## src/rtl/rotate_sched_pkg.sv

```systemverilog
// Shared types and default sizing for the rotate batch scheduler and its watchdog.
package rotate_sched_pkg;

   localparam int DEF_IDX_W   = 10;
   localparam int DEF_TIMEOUT = 4096;

   typedef enum logic [2:0] {
      ST_IDLE    = 3'd0,
      ST_ISSUE   = 3'd1,
      ST_WAIT    = 3'd2,
      ST_RELEASE = 3'd3,
      ST_DONE    = 3'd4
   } sched_state_t;

endpackage

```

## src/rtl/rotate_watchdog.sv

```systemverilog
// Saturating cycle counter: clear restarts it, enable advances it, expired flags TIMEOUT-1.
module rotate_watchdog #(
   parameter int TIMEOUT = 4096
) (
   input  logic clk,
   input  logic rst,
   input  logic clear,
   input  logic enable,
   output logic expired
);

   localparam int CNT_W = (TIMEOUT > 1) ? $clog2(TIMEOUT) : 1;
   localparam logic [CNT_W-1:0] LIMIT = CNT_W'(TIMEOUT - 1);

   logic [CNT_W-1:0] cnt;

   always_ff @(posedge clk or posedge rst) begin
      if (rst) begin
         cnt <= '0;
      end else if (clear) begin
         cnt <= '0;
      end else if (enable && !expired) begin
         cnt <= cnt + CNT_W'(1);
      end
   end

   assign expired = (cnt == LIMIT);

endmodule

```

## src/rtl/rotate_batch_scheduler.sv

```systemverilog
// Issues one rotate start per file over a contiguous index range, with a per-file watchdog.
module rotate_batch_scheduler
   import rotate_sched_pkg::*;
#(
   parameter int IDX_W   = DEF_IDX_W,
   parameter int TIMEOUT = DEF_TIMEOUT
) (
   input  logic             clk,
   input  logic             rst,
   input  logic             batch_start,
   input  logic [IDX_W-1:0] base_index,
   input  logic [IDX_W-1:0] num_files,
   input  logic             abort,
   output logic             rot_start,
   input  logic             rot_finish,
   output logic [IDX_W-1:0] file_index,
   output logic             busy,
   output logic             batch_done,
   output logic             timeout_err,
   output logic [IDX_W-1:0] files_done,
   output sched_state_t     state_dbg
);

   // Handshake: batch_start is a one-cycle request honoured only in IDLE; rot_start is a
   // one-cycle pulse per file; rot_finish (pulse or level) is honoured from the first WAIT
   // cycle and must return low before the next file is issued.

   sched_state_t     state, next_state;
   logic [IDX_W-1:0] remaining;
   logic             accept, finish_take, timeout_hit, advance;
   logic             wd_clear, wd_enable, wd_expired;

   always_comb begin
      next_state  = state;
      accept      = 1'b0;
      finish_take = 1'b0;
      timeout_hit = 1'b0;
      advance     = 1'b0;
      case (state)
         ST_IDLE: begin
            if (batch_start) begin
               accept     = 1'b1;
               next_state = (num_files == '0) ? ST_DONE : ST_ISSUE;
            end
         end
         ST_ISSUE: next_state = ST_WAIT;
         ST_WAIT: begin
            if (rot_finish) begin
               finish_take = 1'b1;
               next_state  = ST_RELEASE;
            end else if (wd_expired) begin
               timeout_hit = 1'b1;
               next_state  = ST_IDLE;
            end
         end
         ST_RELEASE: begin
            if (!rot_finish) begin
               if (remaining == '0) begin
                  next_state = ST_DONE;
               end else begin
                  advance    = 1'b1;
                  next_state = ST_ISSUE;
               end
            end
         end
         ST_DONE: next_state = ST_IDLE;
         default: next_state = ST_IDLE;
      endcase
      if (abort) begin
         next_state  = ST_IDLE;
         accept      = 1'b0;
         finish_take = 1'b0;
         timeout_hit = 1'b0;
         advance     = 1'b0;
      end
   end

   // Clearing on entry to ISSUE makes the ISSUE cycle the watchdog's first counted cycle.
   assign wd_clear  = (next_state == ST_ISSUE);
   assign wd_enable = (state == ST_ISSUE) || (state == ST_WAIT);

   rotate_watchdog #(.TIMEOUT(TIMEOUT)) u_watchdog (
      .clk     (clk),
      .rst     (rst),
      .clear   (wd_clear),
      .enable  (wd_enable),
      .expired (wd_expired)
   );

   // Status outputs are registered from next_state so they line up with the state register.
   always_ff @(posedge clk or posedge rst) begin
      if (rst) begin
         state       <= ST_IDLE;
         rot_start   <= 1'b0;
         busy        <= 1'b0;
         batch_done  <= 1'b0;
         timeout_err <= 1'b0;
         file_index  <= '0;
         files_done  <= '0;
         remaining   <= '0;
      end else begin
         state      <= next_state;
         rot_start  <= (next_state == ST_ISSUE);
         busy       <= (next_state != ST_IDLE);
         batch_done <= (next_state == ST_DONE);
         if (accept) begin
            file_index  <= base_index;
            remaining   <= num_files;
            files_done  <= '0;
            timeout_err <= 1'b0;
         end
         if (finish_take) begin
            files_done <= files_done + IDX_W'(1);
            remaining  <= remaining - IDX_W'(1);
         end
         if (advance) begin
            file_index <= file_index + IDX_W'(1);
         end
         if (timeout_hit) begin
            timeout_err <= 1'b1;
         end
      end
   end

   assign state_dbg = state;

endmodule

```

## config.mk

```make
export PLATFORM = sky130hd
export DESIGN_NAME = rotate_batch_scheduler
export DESIGN_NICKNAME = d
export VERILOG_FILES = /design/src/rtl/rotate_sched_pkg.sv /design/src/rtl/rotate_watchdog.sv /design/src/rtl/rotate_batch_scheduler.sv
export SDC_FILE = /design/constraint.sdc
export NUM_CORES = 1
export LEC_CHECK = 0
export CAP_MARGIN = 5
export CORE_AREA = 2 2 54 106
export DETAILED_ROUTE_END_ITERATION = 6
export DIE_AREA = 0 0 56 108
export DONT_BUFFER_PORTS = 1
export GPL_TIMING_DRIVEN = 0
export HOLD_SLACK_MARGIN = 0.15
export PLACE_DENSITY = 0.68
export SYNTH_ARGS = -nofsm -noshare
export SYNTH_HDL_FRONTEND = slang
export SYNTH_HIERARCHICAL = 1
export SYNTH_SLANG_ARGS = --single-unit
```

## constraint.sdc

```tcl
create_clock -name clk -period 2.8 [get_ports clk]
set_input_delay 0.14 -clock clk [delete_from_list [all_inputs] [get_ports clk]]
set_output_delay 0.14 -clock clk [all_outputs]
set_load 0.01 [all_outputs]
```

Word level (Yosys, flattened, before mapping)
Cells that the tools add are included.
- $add $sub $neg: 4
- muxes and demuxes: 32
- eq/ne operators: 6
- reduce and logical (&&, ||, !) cells: 11
- operators by type and width (operator ; number):
    $mux W10 ; 6
    $mux W12 ; 2
    $mux W3 ; 7
    $add A10 B1 Y10 const B ; 2
    $logic_not A10 Y1 ; 2
    $mux W1 ; 16
    $add A12 B1 Y12 const B ; 1
    $eq A12 B12 Y1 const B ; 1
    $pmux W3 S4 ; 1
    $sub A10 B1 Y10 const B ; 1
    $reduce_bool A2 Y1 ; 4
    $eq A3 B1 Y1 const B ; 2
    $eq A3 B2 Y1 const B ; 2
    $eq A3 B3 Y1 const B ; 1
    $logic_not A3 Y1 ; 1
    $reduce_bool A3 Y1 ; 1
    $logic_and A1 B1 Y1 ; 1
    $logic_not A1 Y1 ; 1
    $logic_or A1 B1 Y1 ; 1
- output and inout bits: 27
- bits in registers: 49
- logic and storage cells: 62

Depth between registers and ports, before layout
Gate-level depths: netlist of the first run.
- word-level depth: 7
- mapped depth: 9
- gate-level depth less buffers: 9

Hierarchy
The synthesis of the first run kept the hierarchy.
- by module, submodules not included (module ; instances ; cells an instance ; area each (µm²)):
    rotate_batch_scheduler ; 1 ; 223 ; 2044.5
    rotate_watchdog ; 1 ; 74 ; 710.7

Worst setup path before layout of the first run
No wires, ideal clock.
- kind: register to register
- start: reg remaining[0]
- end: reg u_watchdog.cnt[10]
- setup time: 0.104 ns
- cell stages (with the launch flop): 9
- setup slack: 0.567 ns
- period minus slack after synthesis: 2.233 ns
- data required time: 2.696 ns
- data arrival time: 2.130 ns
- buffers on the path: 1
- path through: dfrtp_1 > inv_1 > ha_1 > nor4b_4 > a31oi_1 > o31a_1 > and2_1 > clkbuf_1 > o41ai_2
- cells in the longest elaborated chain, start to end: 7
- RTL lines (what ; RTL line ; RTL):
    start: declaration ; rotate_batch_scheduler.sv:29 ; logic [IDX_W-1:0] remaining;
    start signal: assignment ; rotate_batch_scheduler.sv:108 ; remaining <= num_files;
    start signal: assignment ; rotate_batch_scheduler.sv:114 ; remaining <= remaining - IDX_W'(1);
    $logic_not A10 Y1 (*) ; rotate_batch_scheduler.sv:58 ; if (remaining == '0) begin
    $mux W3 (*) ; rotate_batch_scheduler.sv:58 ;
    $mux W3 (*) ; rotate_batch_scheduler.sv:57 ; if (!rot_finish) begin
    $pmux W3 S4 (*) ; rotate_batch_scheduler.sv:39 ; case (state)
    $mux W3 (*) ; rotate_batch_scheduler.sv:69 ; if (abort) begin
    via next_state[0] ; rotate_batch_scheduler.sv:28 ; sched_state_t state, next_state;
    $eq A3 B1 Y1 (*) ; rotate_batch_scheduler.sv:79 ; assign wd_clear = (next_state == ST_ISSUE);
    via wd_clear ; rotate_batch_scheduler.sv:31 ; logic wd_clear, wd_enable, wd_expired;
    $mux W12 or $reduce_bool A2 Y1 (tied branches) ; - ;
    end signal: assignment ; rotate_watchdog.sv:23 ; cnt <= cnt + CNT_W'(1);
    end: declaration ; rotate_watchdog.sv:15 ; logic [CNT_W-1:0] cnt;
Mark *: on every way through the listed nets, which the timed path passes. The rest lies on a longest branch.
A chain may end at the register's enable or synchronous reset.

Worst setup path in the final report of the first run
Ends and elaborated chain as after synthesis.

==> results of run 1 <==
-- sequential cells by signal (all words and copies together), names as in the netlist --
name,cells
batch_done,1
busy,1
timeout_err,1
remaining,10
state_dbg,3
file_index,10
rot_start,1
files_done,10
u_watchdog/cnt,12
-- layout make-up --
class,count,area (um^2),area share
Buffer,8,40.0,0.0127
Clock buffer,6,72.6,0.0230
Clock inverter,2,10.0,0.00317
Inverter,11,41.3,0.0131
Multi-Input combinational cell,229,1450,0.459
Sequential cell,49,1230,0.388
Tap cell,58,72.6,0.0230
Timing Repair Buffer,25,248,0.0784
-- logic make-up (layout without fill, tap and decap cells) --
group	after synthesis	after routing	share of synthesized area
AO/OA/AOI/OAI	79	79	0.199
buffers and inverters	19	52	0.0291
flip-flops	49	49	0.445
AND/OR/NAND/NOR	137	137	0.278
multiplexers	5	5	0.0182
adder cells (fa/ha/maj)	4	4	0.0182
XOR/XNOR	4	4	0.0127
-- Yosys cell counts, types with 4 or more instances --
master and number:
a21oi_1 18, a31oi_1 4, and3_1 6, buf_2 4, dfrtp_1 49, ha_1 4, inv_1 11, mux2i_1 5
nand2_1 33, nand3_1 15, nand3b_1 6, nand4_1 9, nor2_1 28, nor2b_1 4, nor3_1 6, nor4_1 5
o211ai_1 5, o21ai_0 21
-- path summary, 6_finish.rpt --
check	to	slack, ns	cells after the start
worst max-delay path	u_watchdog/cnt[10]	0.29	8
worst min-delay path	state_dbg[2]	0.20	3
worst max register to register	u_watchdog/cnt[10]	0.29	8
worst min register to register	files_done[9]	0.55	1
max in group asynchronous	batch_done	1.84	2
min in group asynchronous	u_watchdog/cnt[5]	0.32	2
-- power groups by stage --
stage | Clock (uW) | Combinational [uW] | Sequential [uW]
after global routing | 459 | 402 | 1000
after floorplan | 0 | 260 | 952
final | 415 | 350 | 982
after CTS | 430 | 348 | 980
after detailed placement | 0 | 317 | 994
after global placement | 0 | 308 | 990
-- per-layer routing --
layer | vias to the layer above | share of wire
met3 | 14 | 0.035
met5 | - | 0
met1 | 1233 | 0.35
li1 | 1175 | -
met4 | 0 | 0.024
met2 | 48 | 0.59
-- per-stage QoR --
step / cell area, um^2 / std cells / total power (uW) / hold slack (ns) / util
floorplan: 2760 / 297 / 1210 / 0.00470 / -
global placement: 2830 / 355 / 1300 / 0.0764 / 0.545
detailed placement: 2830 / 355 / 1310 / 0.0797 / 0.545
CTS: 3150 / 387 / 1760 / 0.194 / 0.608
global route: 3160 / 388 / 1860 / 0.210 / 0.609
finish: 3160 / 388 / 1750 / 0.203 / 0.609
-- worst max-delay path, stage by stage, from the launching register on --
cell      delay [ns]
dfrtp_1         0.41
inv_1           0.11
ha_1            0.27
nor4b_4         0.29
a31oi_1         0.13
o31a_1          0.33
and2_1          0.26
clkbuf_2        0.25
o41ai_2         0.35
-- repair_timing --
action / CTS / global route
setup endpoints to repair: 0 / 2
setup buffers: 0 / 1
endpoints found under the hold margin: 74 / 0
resized for setup: 0 / 2
hold buffers: 24 / 0
==> results_dict.tcl, run 1 <==
set metrics [dict create \
    hold_start "abort" \
    synth.area.top_cells "dfrtp_1 (45%), nand2_1 (4.5%), nor2_1 (3.8%)" \
    core_um2 5180 \
    avgSynthCellArea_um2 9.28 \
    yosysUniqueCellTypes 60 \
    max_cap_violations 0 \
    drt_wl_total_um 7040 \
    drt-initial-drc-count 118 \
    clockPowerShare 0.238 \
    combPwrFrac 0.200 \
    r2r_start "remaining[0]" \
    path_clk_slew_ns 0.09 \
    hold_viol_final 0 \
    crit_type "register to register" \
    numPortBuffers 0 \
    max-vdd-ir-drop_uv 400 \
    final_cell_mix "dfrtp_1 (49), nand2_1 (33), nor2_1 (28)" \
    n_antenna_cell 0 \
    drive_above_1_share 0.100 \
    yosysTopAreaCell "dfrtp_1" \
    cp-end-kind "register" \
    grt_usage 0.256 \
    grt_overflow_total 0 \
    cts_made_buffers 5 \
    p_leak_uw 0.00134 \
    syn_to_final_growth_pct 14.7 \
    required_ns 3.01 \
    tightest_slew_ns 0.791 \
    place_congestion 0.845 \
    p_sw_uw 607 \
    fin_skew_ns 0.00975 \
    yosys_warnings 6 \
    cts_tree "done" \
    ant_nets 0 \
    grt_max_degree 38 \
    globalRouteMet1Util 0.252 \
    worstPathMaxFanout 10 \
    cts_root_buf "clkbuf_8" \
    synth_enable_flop_cells 0 \
    met2_usage 0.494 \
    slew_headroom 0.472 \
    crit_path_start_kind "register" \
    fill_cells 460 \
    num_rows 37 \
    hp-class "input pin to register" \
    antenna_found_initial 0 \
    clock-sinks 49 \
    postLayoutSetupSlackWorst_ns 0.288 \
    final_common_cell "dfrtp_1" \
    dp_hpwl_um 5130 \
    top_usage_layer "met2" \
    synth_nets 326 \
    arrival_ns 2.72 \
    insertion_delay_ns 0.31 \
    met3_usage 0.0514 \
    via_per_inst 6.37 \
    fmax_ghz 0.398 \
    ios 52 \
    syn_inst 297 \
    finalNetCount 358 \
    first_pass_iters 4 \
    swShare 0.347 \
    h-tree-depth 2 \
    min_period_ns 2.51 \
    grt_pass1_wl_um 12000 \
    die_w_um 56 \
    grt_pass1_vias 2601 \
    pre_cts_ws_ns 0.119 \
    drc 0 \
    cts_buffer_depth 2 \
    start_util 0.531 \
    synth_top_area_share 0.445 \
    maxSlewViolCount 0 \
    finalSetupViolations 0 \
    power.density_nw_per_um2 553 \
    crit_start "remaining[0]" \
    syn_area_um2 2760 \
    p_int_uw 1140 \
    tns_ns 0 \
    vias 2470 \
    post-route-period-util 0.897 \
    seq_power_share 0.562 \
    rsz0062_at_grt "no" \
    wl_per_cell_um 18.1 \
    ys_seq_elements 49 \
    fp.dieH_um 108 \
    synth_ff_type "dfrtp_1" \
    status "finished, final reports clean" \
    ys_seq_area_frac 0.445 \
    die_area_um2 6050 \
    postSynth.asyncResetShare 1.00 \
]
(Power assumes the default switching activity.)
==> run 2: changes to the inputs <==
--- a/config.mk
+++ b/config.mk
@@ -5,14 +5,16 @@
 export SDC_FILE = /design/constraint.sdc
 export NUM_CORES = 1
 export LEC_CHECK = 0
+export BUFFER_PORTS_ARGS = -buffer_cell sky130_fd_sc_hd__buf_4
 export CAP_MARGIN = 5
 export CORE_AREA = 2 2 54 106
+export CTS_CLUSTER_DIAMETER = 100
 export DETAILED_ROUTE_END_ITERATION = 6
 export DIE_AREA = 0 0 56 108
-export DONT_BUFFER_PORTS = 1
 export GPL_TIMING_DRIVEN = 0
 export HOLD_SLACK_MARGIN = 0.15
-export PLACE_DENSITY = 0.68
+export MAX_ROUTING_LAYER = met4
+export PLACE_DENSITY = 0.76
 export SYNTH_ARGS = -nofsm -noshare
 export SYNTH_HDL_FRONTEND = slang
 export SYNTH_HIERARCHICAL = 1
==> run 2 against run 1 <==
First-iteration DRC count rose by 10%; die area did not move; cell count is 12% higher; combinational power increased by 33%; final area is 11% higher; count of clock-buffer cells in the layout is the same; sequential power down 3.0%; non-clock buffer count is 48 higher; flip-flop and latch count stayed put.
==> results_dict.tcl, run 2 (synthesis results as in run 1) <==
set metrics [dict create \
    tightest_slew_ns 0.797 \
    cts_made_buffers 5 \
    cp-end-kind "register" \
    combPwrFrac 0.251 \
    h-tree-depth 2 \
    antenna_found_initial 0 \
    dp_hpwl_um 5230 \
    numPortBuffers 51 \
    path_delay_family "compound AO/OA/AOI/OAI gates" \
    ant_nets 0 \
    tns_ns 0 \
    clockPowerShare 0.233 \
    fp.dieH_um 108 \
    syn_to_final_growth_pct 27.8 \
    n_antenna_cell 0 \
    crit_path_start_kind "register" \
    pre_cts_ws_ns 0.136 \
    finalNetCount 406 \
    min_period_ns 2.59 \
    slowest_stage "dfrtp_1" \
    num_rows 37 \
    postLayoutSetupSlackWorst_ns 0.209 \
    largest_reg_flops 12 \
    first_pass_iters 4 \
    p_total_uw 1850 \
    fmax_ghz 0.386 \
    slowest_delay_ns 0.40 \
    path_clk_slew_ns 0.09 \
    cts_buffer_depth 2 \
    grt_usage 0.268 \
    route.met2.wl_um 4090 \
    swShare 0.332 \
    grt_max_degree 38 \
    final_cell_mix "buf_4 (52), dfrtp_1 (49), nand2_1 (33)" \
    die_area_um2 6050 \
    fin_skew_ns 0.00837 \
    wl_per_cell_um 16.9 \
    p_sw_uw 614 \
    maxSlewViolCount 0 \
    wl_met3_um 247 \
    drive_above_1_share 0.220 \
    crit_type "register to register" \
    crit_path_cell_trace "inv_1, ha_1, nor4b_4, a31oi_1, o31a_1, and2_1, clkbuf_2, o41ai_2" \
    drc 0 \
    final_common_cell "buf_4" \
    required_ns 3.02 \
    wl_met1_um 2740 \
    drt-initial-drc-count 130 \
    dr.max_layer_used "met4" \
    max_cap_violations 0 \
    vias 2676 \
    hp-class "input pin to register" \
    ios 52 \
    rsz0062_at_grt "no" \
    path_buf_inv 2 \
    worstPathMaxFanout 10 \
    clock-sinks 49 \
    drt_wl_total_um 7340 \
    place_inst 406 \
    hold_ws_ns 0.177 \
    hold_viol_final 0 \
    max-vdd-ir-drop_uv 578 \
    status "finished, final reports clean" \
    slew_headroom 0.468 \
    top_register "u_watchdog/cnt" \
    place_congestion 0.924 \
    grt_pass1_vias 2705 \
    finalSetupViolations 0 \
    p_int_uw 1230 \
    fin_cells 435 \
    seq_power_share 0.516 \
    grt_pass1_wl_um 12400 \
    arrival_ns 2.81 \
    die_w_um 56 \
    core_um2 5180 \
    insertion_delay_ns 0.31 \
    via_per_inst 6.15 \
    cts_root_buf "clkbuf_8" \
    cts_tree "done" \
    start_util 0.531 \
    post-route-period-util 0.925 \
    grt_overflow_total 0 \
    p_leak_uw 0.00158 \
    power.density_nw_per_um2 524 \
]
## run 2: changes by cell type in the layout (fill, tap and decap cells not counted), sizes merged
cell / previous run / this run
clkinvlp: 0 / 1
clkinv: 2 / 0
buf: 6 / 56
dlygate4sd3: 24 / 22
## run 2: routing by layer
metal	GRT usage	vias to the layer above
li1	-	1271
met1	0.271	1298
met2	0.486	79
met3	0.0455	28
met4	0.141	0
met5	-	-
## run 2: timing repair
action,in CTS,in global routing
buffers inserted,0,0
hold buffers,21,1
endpoints found under the hold margin,69,1
gates resized for setup,0,2
endpoints found under the setup margin,0,5
## run 2: cell type report
type | instances | area (um^2)
clock buffer | 6 | 82.6
sequential | 49 | 1230
buffer | 8 | 40.0
fill | 423 | 1660
clock inverter | 1 | 7.51
inverter | 11 | 41.3
timing repair buffer | 73 | 603
multi-input combinational | 229 | 1450
tap | 58 | 72.6
## run 2: power by group through the flow
stage / logic [uW] / clock network [uW] / registers [uW]
final: 464 / 429 / 953
after global routing: 517 / 471 / 969
after CTS: 465 / 440 / 949
after detailed placement: 440 / 0 / 962
after global placement: 429 / 0 / 958
after floorplan: 260 / 0 / 952
## run 2: stage by stage
step	util	instance area, um^2
floorplan	-	2760
detailed placement	0.619	3210
finish	0.679	3520
CTS	0.677	3510
global placement	0.619	3210
global route	0.679	3520
## run 2: worst min-delay path: stages
cell	delay, ns
buf_4	0.08
nor2_1	0.09
o31a_1	0.13
## run 2: path summary, 6_finish.rpt
| check | from | end | slack (ns) | cells after the start |
|---|---|---|---|---|
| max | remaining[0] | u_watchdog/cnt[10] | 0.21 | 8 |
| min reg2reg | files_done[9] | files_done[9] | 0.49 | 1 |
| max in group asynchronous | rst | remaining[8] | 1.73 | 3 |
| max reg2reg | remaining[0] | u_watchdog/cnt[10] | 0.21 | 8 |
| min | abort | state_dbg[0] | 0.18 | 3 |
| min in group asynchronous | rst | u_watchdog/cnt[6] | 0.42 | 3 |
==> run 3: changes to the inputs <==
--- a/config.mk
+++ b/config.mk
@@ -5,16 +5,17 @@
 export SDC_FILE = /design/constraint.sdc
 export NUM_CORES = 1
 export LEC_CHECK = 0
+export ABC_AREA = 1
 export BUFFER_PORTS_ARGS = -buffer_cell sky130_fd_sc_hd__buf_4
 export CAP_MARGIN = 5
-export CORE_AREA = 2 2 54 106
+export CORE_AREA = 2 2 55 109
 export CTS_CLUSTER_DIAMETER = 100
 export DETAILED_ROUTE_END_ITERATION = 6
-export DIE_AREA = 0 0 56 108
+export DIE_AREA = 0 0 57 111
 export GPL_TIMING_DRIVEN = 0
 export HOLD_SLACK_MARGIN = 0.15
 export MAX_ROUTING_LAYER = met4
-export PLACE_DENSITY = 0.76
+export PLACE_DENSITY = 0.78
 export SYNTH_ARGS = -nofsm -noshare
 export SYNTH_HDL_FRONTEND = slang
 export SYNTH_HIERARCHICAL = 1
==> constraint.sdc (replaced) <==
create_clock -name clk -period 2.4 [get_ports clk]
set_input_delay 0.12 -clock clk [delete_from_list [all_inputs] [get_ports clk]]
set_output_delay 0.12 -clock clk [all_outputs]
set_load 0.01 [all_outputs]
==> run 3 against run 2 <==
Die area increased by 4.6%; count of clock-buffer cells in the layout increased by 1; global-route usage decreased by 1.6 points; synthesized cell count increased by 35%; combinational power increased by 54%; final area increased by 9.4%; setup slack got worse by 0.0096 ns; flip-flop and latch count unchanged; power increased by 46%; highest routed layer unchanged.
==> results_dict.tcl, run 3 <==
set metrics [dict create \
    vias 2886 \
    core_um2 5560 \
    ios 52 \
    fp.dieH_um 111 \
    power.density_nw_per_um2 698 \
    top_register "u_watchdog/cnt" \
    final_common_cell "nand2_1" \
    min_period_ns 2.20 \
    synth_nets 431 \
    syn_to_final_growth_pct 28.1 \
    die_w_um 57 \
    p_int_uw 1810 \
    dp_hpwl_um 4890 \
    synth_ff_type "dfrtp_1" \
    grt_pass1_vias 2748 \
    drc 0 \
    numPortBuffers 51 \
    tightest_slew_ns 0.777 \
    ys_seq_area_frac 0.407 \
    met3_usage 0.0362 \
    grt_pass1_wl_um 12400 \
    hold_start "base_index[0]" \
    path_clk_slew_ns 0.07 \
    grt_usage 0.252 \
    syn_area_um2 3010 \
    max_cap_violations 0 \
    die_area_um2 6330 \
    worstPathMaxFanout 8 \
    cp-end-kind "register" \
    max-vdd-ir-drop_uv 810 \
    ys_seq_elements 49 \
    place_congestion 0.855 \
    synth.most_common_cell "nand2_1" \
    ant_nets 0 \
    finalNetCount 510 \
    start_util 0.541 \
    p_sw_uw 878 \
    synth_enable_flop_cells 0 \
    cts_tree "done" \
    avgSynthCellArea_um2 7.49 \
    first_pass_iters 4 \
    yosys_warnings 6 \
    num_rows 39 \
    cts_root_buf "clkbuf_16" \
    cts_buffer_depth 2 \
    maxSlewViolCount 0 \
    final_cell_mix "nand2_1 (120), buf_4 (54), dfrtp_1 (49)" \
    tns_ns 0 \
    p_leak_uw 0.00188 \
    h-tree-depth 2 \
    swShare 0.326 \
    grt_max_degree 38 \
    crit_type "register to register" \
    cts_made_buffers 5 \
    syn_inst 402 \
    combPwrFrac 0.265 \
    wl_per_cell_um 13.4 \
    n_antenna_cell 0 \
    crit_start "u_watchdog/cnt[1]" \
    required_ns 2.58 \
    finalSetupViolations 0 \
    antenna_found_initial 0 \
    postSynth.asyncResetShare 1.00 \
    via_per_inst 5.31 \
    fin_skew_ns 0.00834 \
    slew_headroom 0.481 \
    yosysTopAreaCell "dfrtp_1" \
    post-route-period-util 0.917 \
    synth_common_cells "nand2_1 (120), dfrtp_1 (49), nand3_1 (44)" \
    hold_viol_final 0 \
    arrival_ns 2.38 \
    status "finished, final reports clean" \
    r2r_start "u_watchdog/cnt[1]" \
    largest_reg_flops 12 \
    p_total_uw 2690 \
    fmax_ghz 0.455 \
    synth.area.top_cells "dfrtp_1 (41%), nand2_1 (15%), nand3_1 (7.3%)" \
    met2_usage 0.383 \
    drive_above_1_share 0.207 \
    grt_overflow_total 0 \
    hp-class "input pin to register" \
    drt-initial-drc-count 147 \
    drt_wl_total_um 7280 \
    seq_power_share 0.425 \
    yosysUniqueCellTypes 36 \
    fin_util 0.693 \
    synth_top_area_share 0.407 \
    clock-sinks 49 \
    top_usage_layer "met2" \
    globalRouteMet1Util 0.342 \
    clockPowerShare 0.309 \
    crit_path_start_kind "register" \
    insertion_delay_ns 0.29 \
]
## run 3: cell count changes after synthesis, sizes merged, moves of 6 or more
cell   delta
and3      -6
inv      +30
nand2    +94
nand3    +31
nor2     +21
nor4      -6
xor2      +8
## run 3: power by group through the flow
stage	registers, uW	logic [uW]	clock network, uW
global route	1170	808	879
CTS	1140	703	843
global placement	1150	661	0
detailed placement	1150	671	0
floorplan	1140	444	0
finish	1140	714	832
## run 3: worst paths after layout
kind | to | slack (ns) | cells past startpoint
hold reg to reg | timeout_err | 0.51 | 1
hold / removal | file_index[0] | 0.15 | 5
max in group asynchronous | state_dbg[2] | 1.37 | 3
min in group asynchronous | u_watchdog/cnt[6] | 0.42 | 3
setup reg to reg | u_watchdog/cnt[4] | 0.20 | 14
setup / recovery | u_watchdog/cnt[4] | 0.20 | 14
## run 3: cells by family after synthesis
family	Yosys count	share of synthesized area
AOI/OAI and AO/OA	46	0.0877
xor gates and xnor gates	13	0.0378
adders and majority gates	4	0.0166
buffers and inverters	48	0.0728
DFF	49	0.407
and+or+nand+nor	242	0.378
## run 3: timing repair
action	in CTS	in global routing
gates resized for setup	1	2
setup buffers	0	3
endpoints found under the hold margin	66	0
gates cloned	0	0
hold buffers	18	0
setup endpoints to repair	11	11
pin swaps	0	1
## run 3: cell type report
class                   instances  area (um^2)
repair buffers                 72          586
clock buffers                   7          143
multi-input cells             305         1570
plain buffers                   6         48.8
fillers                       481         1710
clock inverters                 1         30.0
flip-flops and latches         49         1230
well taps                      61         76.3
inverters                      42          174
## run 3: routing by layer
layer | vias to the layer above | part of all wire
li1 | 1469 | -
met1 | 1327 | 0.45
met2 | 78 | 0.48
met3 | 12 | 0.040
met4 | 0 | 0.023
met5 | - | 0
## run 3: stage by stage
step / setup WS [ns] / instance area (um^2) / hold WS, ns / cells
4_1_cts: 0.0147 / 3820 / 0.152 / 540
3_3_place_gp: -0.176 / 3470 / 0.178 / 514
6_report: 0.200 / 3850 / 0.152 / 543
3_5_place_dp: -0.197 / 3470 / 0.190 / 514
2_1_floorplan: 0.299 / 3010 / -0.0153 / 402
5_1_grt: -0.00769 / 3850 / 0.208 / 543
## run 3: worst max-delay path, stage by stage (launching register included)
cell        delay, ns
dfrtp_1          0.39
ha_1             0.21
nand2_1          0.11
nor2_4           0.15
nand3_4          0.11
inv_1            0.09
nand2_1          0.05
nand2_1          0.08
a21oi_1          0.13
nor2_4           0.19
clkinvlp_4       0.21
nand2_8          0.16
clkinv_8         0.08
nand2_1          0.06
nand2_1          0.05
